[config.mk]
export PLATFORM = sky130hd
export DESIGN_NAME = spi_txn_arbiter
export DESIGN_NICKNAME = d
export VERILOG_FILES = /design/src/rtl/spi_arb_pkg.sv /design/src/rtl/rr_arbiter.sv /design/src/rtl/spi_txn_arbiter.sv
export SDC_FILE = /design/constraint.sdc
export NUM_CORES = 1
export LEC_CHECK = 0
export BUFFER_PORTS_ARGS = -buffer_cell sky130_fd_sc_hd__clkbuf_2
export CORE_AREA = 10 10 158 160
export CTS_CLUSTER_SIZE = 30
export DETAILED_ROUTE_END_ITERATION = 6
export DIE_AREA = 0 0 168 170
export PLACE_DENSITY_LB_ADDON = 0.3
export SLEW_MARGIN = 5
export SYNTH_ARGS = -nofsm -noshare
export SYNTH_HDL_FRONTEND = slang
export SYNTH_SLANG_ARGS = --single-unit
[constraint.sdc]
create_clock -name fabric_clk -period 5.6 [get_ports fabric_clk]
set_input_delay 0.56 -clock fabric_clk [delete_from_list [all_inputs] [get_ports fabric_clk]]
set_output_delay 0.56 -clock fabric_clk [all_outputs]
set_load 0.01 [all_outputs]
[src/rtl/spi_arb_pkg.sv]
// Shared types and helpers for the SPI transaction arbiter.
// Holds the FSM state encoding and the read-detection rule applied to a latched request.
package spi_arb_pkg;

  typedef enum logic [2:0] {
    IDLE,
    ISSUE,
    WAIT_START,
    WAIT_DONE,
    WAIT_READ,
    RESPOND
  } arb_state_t;

  localparam int DEFAULT_TIMEOUT_CYCLES = 4096;
  localparam int TIMEOUT_W              = $clog2(DEFAULT_TIMEOUT_CYCLES);
  localparam int MAX_DATA_WIDTH         = 64;

  // A transaction reads if any of its top len mask bits is 0 (bits shift out MSB first).
  function automatic logic read_expected(input int unsigned len,
                                         input logic [MAX_DATA_WIDTH-1:0] mask,
                                         input int unsigned width);
    logic rd;
    rd = 1'b0;
    for (int unsigned i = 0; i < MAX_DATA_WIDTH; i++) begin
      if ((i < width) && ((i + len) >= width)) rd = rd | ~mask[i];
    end
    return rd;
  endfunction

endpackage

[src/rtl/rr_arbiter.sv]
// Round-robin arbiter with a one-hot grant; the pointer moves to the winner on advance.
// The search starts just after the last winner, so after reset requester 0 ranks first.
module rr_arbiter #(
  parameter int NUM_REQ = 4
) (
  input  logic               fabric_clk,
  input  logic               reset,
  input  logic [NUM_REQ-1:0] req,
  input  logic               advance,
  output logic [NUM_REQ-1:0] grant
);

  localparam int PTR_W = (NUM_REQ > 1) ? $clog2(NUM_REQ) : 1;

  logic [PTR_W-1:0] ptr_q;
  logic [PTR_W-1:0] win_idx;
  logic [PTR_W-1:0] cand;
  logic             found;

  always_comb begin
    grant   = '0;
    win_idx = ptr_q;
    found   = 1'b0;
    cand    = '0;
    for (int k = 1; k <= NUM_REQ; k++) begin
      cand = PTR_W'((int'(ptr_q) + k) % NUM_REQ);
      if (!found && req[cand]) begin
        found       = 1'b1;
        grant[cand] = 1'b1;
        win_idx     = cand;
      end
    end
  end

  always_ff @(posedge fabric_clk or posedge reset) begin
    if (reset) begin
      ptr_q <= PTR_W'(NUM_REQ - 1);
    end else if (advance && found) begin
      ptr_q <= win_idx;
    end
  end

endmodule

[src/rtl/spi_txn_arbiter.sv]
// Shares one half-duplex SPI transaction core between NUM_REQ fabric requesters,
// one transaction at a time, returning read data or a timeout error to the owner.
module spi_txn_arbiter
  import spi_arb_pkg::*;
#(
  parameter int NUM_REQ               = 4,
  parameter int DATA_WIDTH            = 32,
  parameter int TRANSACTION_LEN_WIDTH = 6,
  parameter int TIMEOUT_CYCLES        = 4096
) (
  input  logic                                       fabric_clk,
  input  logic                                       reset,
  input  logic [NUM_REQ-1:0]                         req_valid,
  output logic [NUM_REQ-1:0]                         req_ready,
  input  logic [NUM_REQ*TRANSACTION_LEN_WIDTH-1:0]   req_length,
  input  logic [NUM_REQ*DATA_WIDTH-1:0]              req_data,
  input  logic [NUM_REQ*DATA_WIDTH-1:0]              req_rw_mask,
  output logic [NUM_REQ-1:0]                         rsp_valid,
  output logic [DATA_WIDTH-1:0]                      rsp_data,
  output logic                                       rsp_error,
  output logic [TRANSACTION_LEN_WIDTH-1:0]           spi_transaction_length,
  output logic [DATA_WIDTH-1:0]                      spi_transaction_data,
  output logic [DATA_WIDTH-1:0]                      spi_transaction_rw_mask,
  input  logic                                       spi_busy,
  input  logic                                       spi_read_valid,
  input  logic [DATA_WIDTH-1:0]                      spi_read_data
);

  localparam int LW    = TRANSACTION_LEN_WIDTH;
  localparam int CNT_W = (TIMEOUT_CYCLES > DEFAULT_TIMEOUT_CYCLES) ? $clog2(TIMEOUT_CYCLES) : TIMEOUT_W;

  arb_state_t state_q, state_d;

  logic [NUM_REQ-1:0]        grant;
  logic [NUM_REQ-1:0]        owner_q;
  logic                      accept;
  logic [LW-1:0]             sel_len, clamp_len, len_q;
  logic [DATA_WIDTH-1:0]     sel_data, sel_mask;
  logic [DATA_WIDTH-1:0]     data_q, mask_q, rdata_q;
  logic [MAX_DATA_WIDTH-1:0] mask_ext;
  logic                      sel_rexp, rexp_q, read_seen_q, err_q;
  logic                      timeout_hit, cnt_at_limit, in_wait;
  logic [CNT_W-1:0]          cnt_q;

  rr_arbiter #(.NUM_REQ(NUM_REQ)) u_rr (
    .fabric_clk (fabric_clk),
    .reset      (reset),
    .req        (req_valid),
    .advance    (accept),
    .grant      (grant)
  );

  assign accept       = (state_q == IDLE) && (|grant);
  assign in_wait      = (state_q == WAIT_START) || (state_q == WAIT_DONE) || (state_q == WAIT_READ);
  assign cnt_at_limit = (cnt_q == CNT_W'(TIMEOUT_CYCLES - 1));

  // Winner's payload, with the length clamped to the shift register width.
  always_comb begin
    sel_len  = '0;
    sel_data = '0;
    sel_mask = '0;
    for (int i = 0; i < NUM_REQ; i++) begin
      if (grant[i]) begin
        sel_len  = req_length[i*LW +: LW];
        sel_data = req_data[i*DATA_WIDTH +: DATA_WIDTH];
        sel_mask = req_rw_mask[i*DATA_WIDTH +: DATA_WIDTH];
      end
    end
    clamp_len = (int'(sel_len) > DATA_WIDTH) ? LW'(DATA_WIDTH) : sel_len;
    mask_ext  = '0;
    mask_ext[DATA_WIDTH-1:0] = sel_mask;
    sel_rexp  = read_expected(32'(clamp_len), mask_ext, DATA_WIDTH);
  end

  always_ff @(posedge fabric_clk or posedge reset) begin
    if (reset) state_q <= IDLE;
    else       state_q <= state_d;
  end

  // A real core event always beats the timeout when both land on the same cycle.
  always_comb begin
    state_d     = state_q;
    timeout_hit = 1'b0;
    case (state_q)
      IDLE:       if (accept) state_d = (clamp_len == '0) ? RESPOND : ISSUE;
      ISSUE:      state_d = WAIT_START;
      WAIT_START: begin
        if (spi_busy) state_d = WAIT_DONE;
        else if (cnt_at_limit) begin
          state_d     = RESPOND;
          timeout_hit = 1'b1;
        end
      end
      WAIT_DONE: begin
        if (!spi_busy)
          state_d = (rexp_q && !read_seen_q && !spi_read_valid) ? WAIT_READ : RESPOND;
        else if (cnt_at_limit) begin
          state_d     = RESPOND;
          timeout_hit = 1'b1;
        end
      end
      WAIT_READ: begin
        if (spi_read_valid) state_d = RESPOND;
        else if (cnt_at_limit) begin
          state_d     = RESPOND;
          timeout_hit = 1'b1;
        end
      end
      RESPOND:    state_d = IDLE;
      default:    state_d = IDLE;
    endcase
  end

  always_comb begin
    req_ready              = '0;
    rsp_valid              = '0;
    rsp_data               = '0;
    rsp_error              = 1'b0;
    spi_transaction_length = '0;
    case (state_q)
      IDLE:    req_ready = grant;
      ISSUE:   spi_transaction_length = len_q;
      RESPOND: begin
        rsp_valid = owner_q;
        rsp_error = err_q;
        rsp_data  = (rexp_q && !err_q) ? rdata_q : '0;
      end
      default: ;
    endcase
  end

  assign spi_transaction_data    = data_q;
  assign spi_transaction_rw_mask = mask_q;

  // Per-transaction context; only the first read-back pulse in a transaction is kept.
  always_ff @(posedge fabric_clk or posedge reset) begin
    if (reset) begin
      owner_q     <= '0;
      len_q       <= '0;
      data_q      <= '0;
      mask_q      <= '0;
      rexp_q      <= 1'b0;
      read_seen_q <= 1'b0;
      rdata_q     <= '0;
      err_q       <= 1'b0;
      cnt_q       <= '0;
    end else begin
      if (accept) begin
        owner_q     <= grant;
        len_q       <= clamp_len;
        data_q      <= sel_data;
        mask_q      <= sel_mask;
        rexp_q      <= sel_rexp;
        read_seen_q <= 1'b0;
        rdata_q     <= '0;
        err_q       <= 1'b0;
      end
      if ((state_q == WAIT_DONE || state_q == WAIT_READ) && spi_read_valid && !read_seen_q) begin
        read_seen_q <= 1'b1;
        rdata_q     <= spi_read_data;
      end
      if (timeout_hit) err_q <= 1'b1;
      if (state_d != state_q)          cnt_q <= '0;
      else if (in_wait && !cnt_at_limit) cnt_q <= cnt_q + 1'b1;
    end
  end

endmodule

Yosys cells after proc, flatten, opt, wreduce, memory -nomap -nowiden
Cells that the tools add are included.
{"block": "totals", "ff_bits": 126, "latch_bits": 0, "ram_bits": 0, "mem_bits_ro": 0, "input_bits": 320, "memories": 0}
{"block": "classes", "add_sub_neg": 36, "multipliers": 0, "n_div": 0, "magnitude_cmp": 41, "eq_ne": 7, "n_shift": 0, "muxes": 99, "n_bitwise": 66, "reduce_logical": 33}
{"op": "$mux W32", "count": 12}
{"op": "$ge A7 B6 Y1 const B", "count": 31}
{"op": "$add A5 B6 Y7 const A", "count": 16}
{"op": "$add A4 B6 Y7 const A", "count": 8}
{"op": "$mux W1", "count": 53}
{"op": "$mux W6", "count": 6}
{"op": "$not A1 Y1", "count": 32}
{"op": "$or A1 B1 Y1", "count": 31}
{"op": "$add A3 B6 Y7 const A", "count": 4}
{"op": "$mux W12", "count": 2}
{"op": "$mux W4", "count": 6}
{"op": "$mux W3", "count": 6}
{"op": "$logic_and A1 B1 Y1", "count": 15}
{"op": "$pmux W3 S5", "count": 1}
{"op": "$add A2 B6 Y7 const A", "count": 2}
{"op": "$add A12 B1 Y12 const B", "count": 1}
{"op": "$eq A12 B12 Y1 const B", "count": 1}
{"op": "$lt A2 B3 Y1 const B", "count": 4}
{"op": "$or A4 B4 Y4", "count": 3}
{"op": "$bmux W1 S2", "count": 4}
{"op": "$demux W1 S2", "count": 4}
{"op": "$ge A2 B1 Y1 const B", "count": 4}
{"op": "$mux W2", "count": 4}
{"op": "$add A1 B6 Y7 const A", "count": 1}
{"op": "other kinds (17)", "count": 31}

Depth between registers and ports, before layout
{"block": "depth", "depth_word": 83, "depth_mapped": 18}

Hierarchy
A second synthesis with hierarchy kept.
{"block": "hier_totals", "hier_cells": 1028, "area_unflattened_um2": 8052.7}
{"mod": "spi_txn_arbiter", "n_inst": 1, "cells_per_inst": 970, "area_per_inst_um2": 7524.7, "seq_area_each_um2": 3103.0}
{"mod": "rr_arbiter", "n_inst": 1, "cells_per_inst": 58, "area_per_inst_um2": 528.0, "seq_area_each_um2": 52.6}

Worst setup path before layout
Ideal clock, no wire load.
{"block": "synth_path", "kind": "register -> register", "startpoint": "register u_rr.ptr_q[1]", "endpoint": "register rexp_q", "setup_ns": 0.126, "arrival_ns": 4.174, "required_time_ns": 5.474, "path_slack_ns": 1.300, "path_stages_with_launch": 15, "n_path_buf": 1, "cell_sequence": "dfstp_2 clkbuf_1 inv_1 ha_1 mux2_2 a221o_1 and2_1 a221o_1 a221oi_1 o21ai_1 nor4_1 a21boi_1 o22ai_1 nand4_1 o32a_1"}
{"block": "synth_between", "elab_chain_len": 83, "word_cells_on_any_way": 218, "classes_between": "35 x add/sub; 41 x order compare; 64 x mux; 66 x bitwise; 12 x reduce/logical"}
{"item": "start: declaration", "line_no": "rr_arbiter.sv:15", "source": "logic [PTR_W-1:0] ptr_q;"}
{"item": "start signal: assignment", "line_no": "rr_arbiter.sv:37", "source": "ptr_q <= PTR_W'(NUM_REQ - 1);"}
{"item": "start signal: assignment", "line_no": "rr_arbiter.sv:39", "source": "ptr_q <= win_idx;"}
{"item": "branches (longest 12 deep; another with $lt A2 B3 Y1)"}
{"item": "$mux W4 (*)", "line_no": "rr_arbiter.sv:27", "source": "if (!found && req[cand]) begin"}
{"item": "branches (longest 70 deep; another with $add A1 B6 Y7)"}
{"item": "end signal: assignment", "line_no": "spi_txn_arbiter.sv:153", "source": "rexp_q <= sel_rexp;"}
{"item": "end: declaration", "line_no": "spi_txn_arbiter.sv:41", "source": "logic sel_rexp, rexp_q, read_seen_q, err_q;"}
Every way passes the cells marked *. The select of a mux whose other input is x is not followed.
A chain may end at the register's enable or synchronous reset.

Worst setup path in the final report
{"block": "layout_path", "startpoint": "register u_rr.ptr_q[0]", "endpoint": "register rexp_q"}
Same word-level chain as after synthesis.

==> summary.txt <==
Status = completed
Top FF cell, synth = dfrtp_1
CTS H-tree lvls = 4
Mux share of post-synthesis cell area = 1.91%
Die area = 28600 µm²
Core Area = 21700 µm²
Fmax = 0.197 GHz
Routed wire length = 36900 µm
Top cell type's share of synthesized area = 38.2%
Worst ir drop on vdd = 0.598 mV
Slew HR = 40.0%
Hold-fix buffers, CTS = 0
XOR/XNOR Fraction of Synth Area = 1.29%
DRT antenna net count = 0
Max-cap viol count = 0
Post-DP HPWL = 29900 µm
Core Rows = 54
Wire per inst = 21.7 µm
Synth Area in Compound Gates = 28.6%
GPL Wtd Cong = 1.00
Yosys reg bits = 126
Register-to-Register Path Depth = 13
Share of post-route cells with drive strength above 1 = 36.4%
Syn. warnings = 0
R2R Setup Slk = 520 ps
Setup WS post-layout = 515 ps
Post-synthesis cell count = 1017
CTS tree = done
Hold Path Class = in -> async
Initial core utilization = 37.5%
Worst-Skew Late Latency = 420 ps
Nets@finish = 1730
Fraction of registers with async set/reset = 100%
Layout area overhead = 36.9%
Vias in the first global route = 9358
Slew @ Worst Pin = 901 ps
Req. time, crit path = 5900 ps
Unrepaired setup endpoints after global routing = no
Total negative slack = 0 ps
Final Setup Violations = 0
Period Utilization, post-route = 90.8%
Skew final = 9.16 ps
Area of the multi-input gates = 4620 µm²
Final slew viol count = 0
Clk slew on worst S/H paths = 60 ps
Clock Sinks = 126
Yosys cell types = 70
Sequential share of the synthesized area = 38.8%
Mapped cell area = 8130 µm²
GR Util All Layers = 24.6%
Critical Path Sink Type = flip-flop
Vias per cell = 5.57
Type of origin of the critical path = flip-flop
Clock Path Buffers = 2
Hold Slack = 283 ps
Port bufs = 430
Critical setup path kind = reg -> reg
TritonCTS Buffers = 17
DIE HEIGHT = 170 µm
Crit-path max FO = 22
Setup WS pre-CTS = 430 ps
Clk root buf = clkbuf_16
I/O pins = 431
Total grt overflow = 0
Syn Nets = 1346
Syn_area_per_cell = 7.99 µm²
Area contributors post-synth = dfrtp_1 38%, o21ai_0 7.3%, a221oi_1 6.5%
Adder-cell share of the synthesized area = 1.51%
Simple-Gate Fraction of Synth Area = 22.7%
Drt drc = 0
Initial DRT Pass Iterations = 6
Chip Width = 168 µm
Minimum clock period = 5080 ps
Post-synth EDFFs = 0
CP Data Arrival Time = 5380 ps
Iter 0 DRT Violations = 874
Largest family of logic cells by synthesized area = compound AO/OA/AOI/OAI gates
# fillers = 2154
Initial antenna violation count = 5
Cell taking the most area after synthesis = dfrtp_1
Sequential Area = 3160 µm²
Largest net degree at the start of global routing = 88
P per Cell Area = 851 nW/µm²
Leakage = 5.42 nW
Vias = 9466
First-pass GRT wire length = 55700 µm
Endpoints failing hold = 0
[cell type report]
type / count / area share [%]
clock buffers: 17 / 3.82
well taps: 280 / 3.15
flip-flops and latches: 126 / 28.3
clock inverters: 15 / 1.76
diodes: 5 / 0.112
multi-input cells: 792 / 41.5
inverters: 13 / 0.461
repair buffers: 451 / 20.9
[worst paths after layout]
| check | start | to |
|---|---|---|
| max in group asynchronous | reset | rdata_q[26] |
| min in group fabric_clk | spi_read_data[13] | rdata_q[13] |
| worst min-delay path | reset | rdata_q[20] |
| worst max-delay path | u_rr.ptr_q[0] | rexp_q |
| worst min register to register | owner_q[2] | owner_q[2] |
| worst max register to register | u_rr.ptr_q[0] | rexp_q |
[where the power goes]
part	leakage, nW	switching (mW)	internal [mW]
clock network	0.303	0.470	0.717
registers	1.59	0.260	1.35
logic	3.53	4.35	2.33
total	5.42	5.08	4.40
[critical path, cell delays in order, from the launching register on]
cell	delay, ps
dfstp_2	800
inv_1	210
ha_1	450
mux2_2	390
a221oi_1	430
o41ai_2	200
a221o_1	300
a221oi_1	340
o21ai_1	330
nor2_1	470
o21ai_0	170
a221oi_1	400
nand4_1	130
o32a_1	340
[stage by stage]
step                cells  total power [mW]  util (%)  instance area, µm²
floorplan            1017              6.21         -                8130
global placement     1662              8.14      48.4               10500
detailed placement   1662              8.19      48.4               10500
CTS                  1694              9.41      51.2               11100
global route         1699              10.3      51.3               11100
finish               1699              9.48      51.3               11100
[state kept, by name, summed over array words and instances, names as in the netlist]
register                 flops
err_q                        1
len_q                        6
owner_q                      4
u_rr.ptr_q                   2
rdata_q                     32
read_seen_q                  1
rexp_q                       1
spi_transaction_data        32
state_q                      3
cnt_q                       12
spi_transaction_rw_mask     32
[cell families (layout without fill, tap and decap cells)]
kind of cell,after synthesis,in the layout
compound gates,349,349
xor+xnor,12,12
fa+ha+maj,10,10
buf+inv,99,496
flops,126,126
mux,11,11
other cells,0,5
simple gates,410,410
[Yosys cell counts (4+ instances only)]
library cell,count
nand3_1,11
nor2b_1,6
mux2_2,6
a31oi_1,6
buf_2,11
buf_4,4
buf_1,14
o21ai_1,5
nor2_1,134
nor3_1,43
a21oi_1,79
nand2_1,138
nand4_1,5
ha_1,9
xnor2_1,6
xor2_1,6
and2_1,49
a221o_1,15
clkbuf_1,55
o21ai_0,118
inv_1,13
dfrtp_1,124
a21o_1,7
a22o_1,4
a2bb2oi_1,10
a221oi_1,60
nand2b_1,4
o22ai_1,4
[cell usage in the layout, fill, tap and decap left out, types with 8 or more instances in the layout]
| master | n |
|---|---|
| a221oi_1 | 60 |
| nand3_1 | 11 |
| inv_6 | 8 |
| dfrtp_1 | 124 |
| nor2_1 | 134 |
| clkbuf_2 | 430 |
| nor3_1 | 43 |
| ha_1 | 9 |
| nand2_1 | 138 |
| a2bb2oi_1 | 9 |
| clkbuf_16 | 17 |
| o21ai_0 | 118 |
| buf_4 | 20 |
| a221o_1 | 15 |
| a21oi_1 | 78 |
| inv_1 | 12 |
| and2_1 | 49 |
[what timing repair did]
item | CTS | global route
endpoints found under the setup margin | 0 | 1
buffers inserted | 0 | 0
gates resized for setup | 0 | 1
[per-layer routing]
layer  share of wire [%]  track usage (%)  wire (µm)
met5                   0                0          0
met4                 3.6             10.8       1340
met2                  46             38.9      17200
met3                 9.0             7.65       3320
met1                  41             30.5      15100
Power figures use the tool's default switching activity.
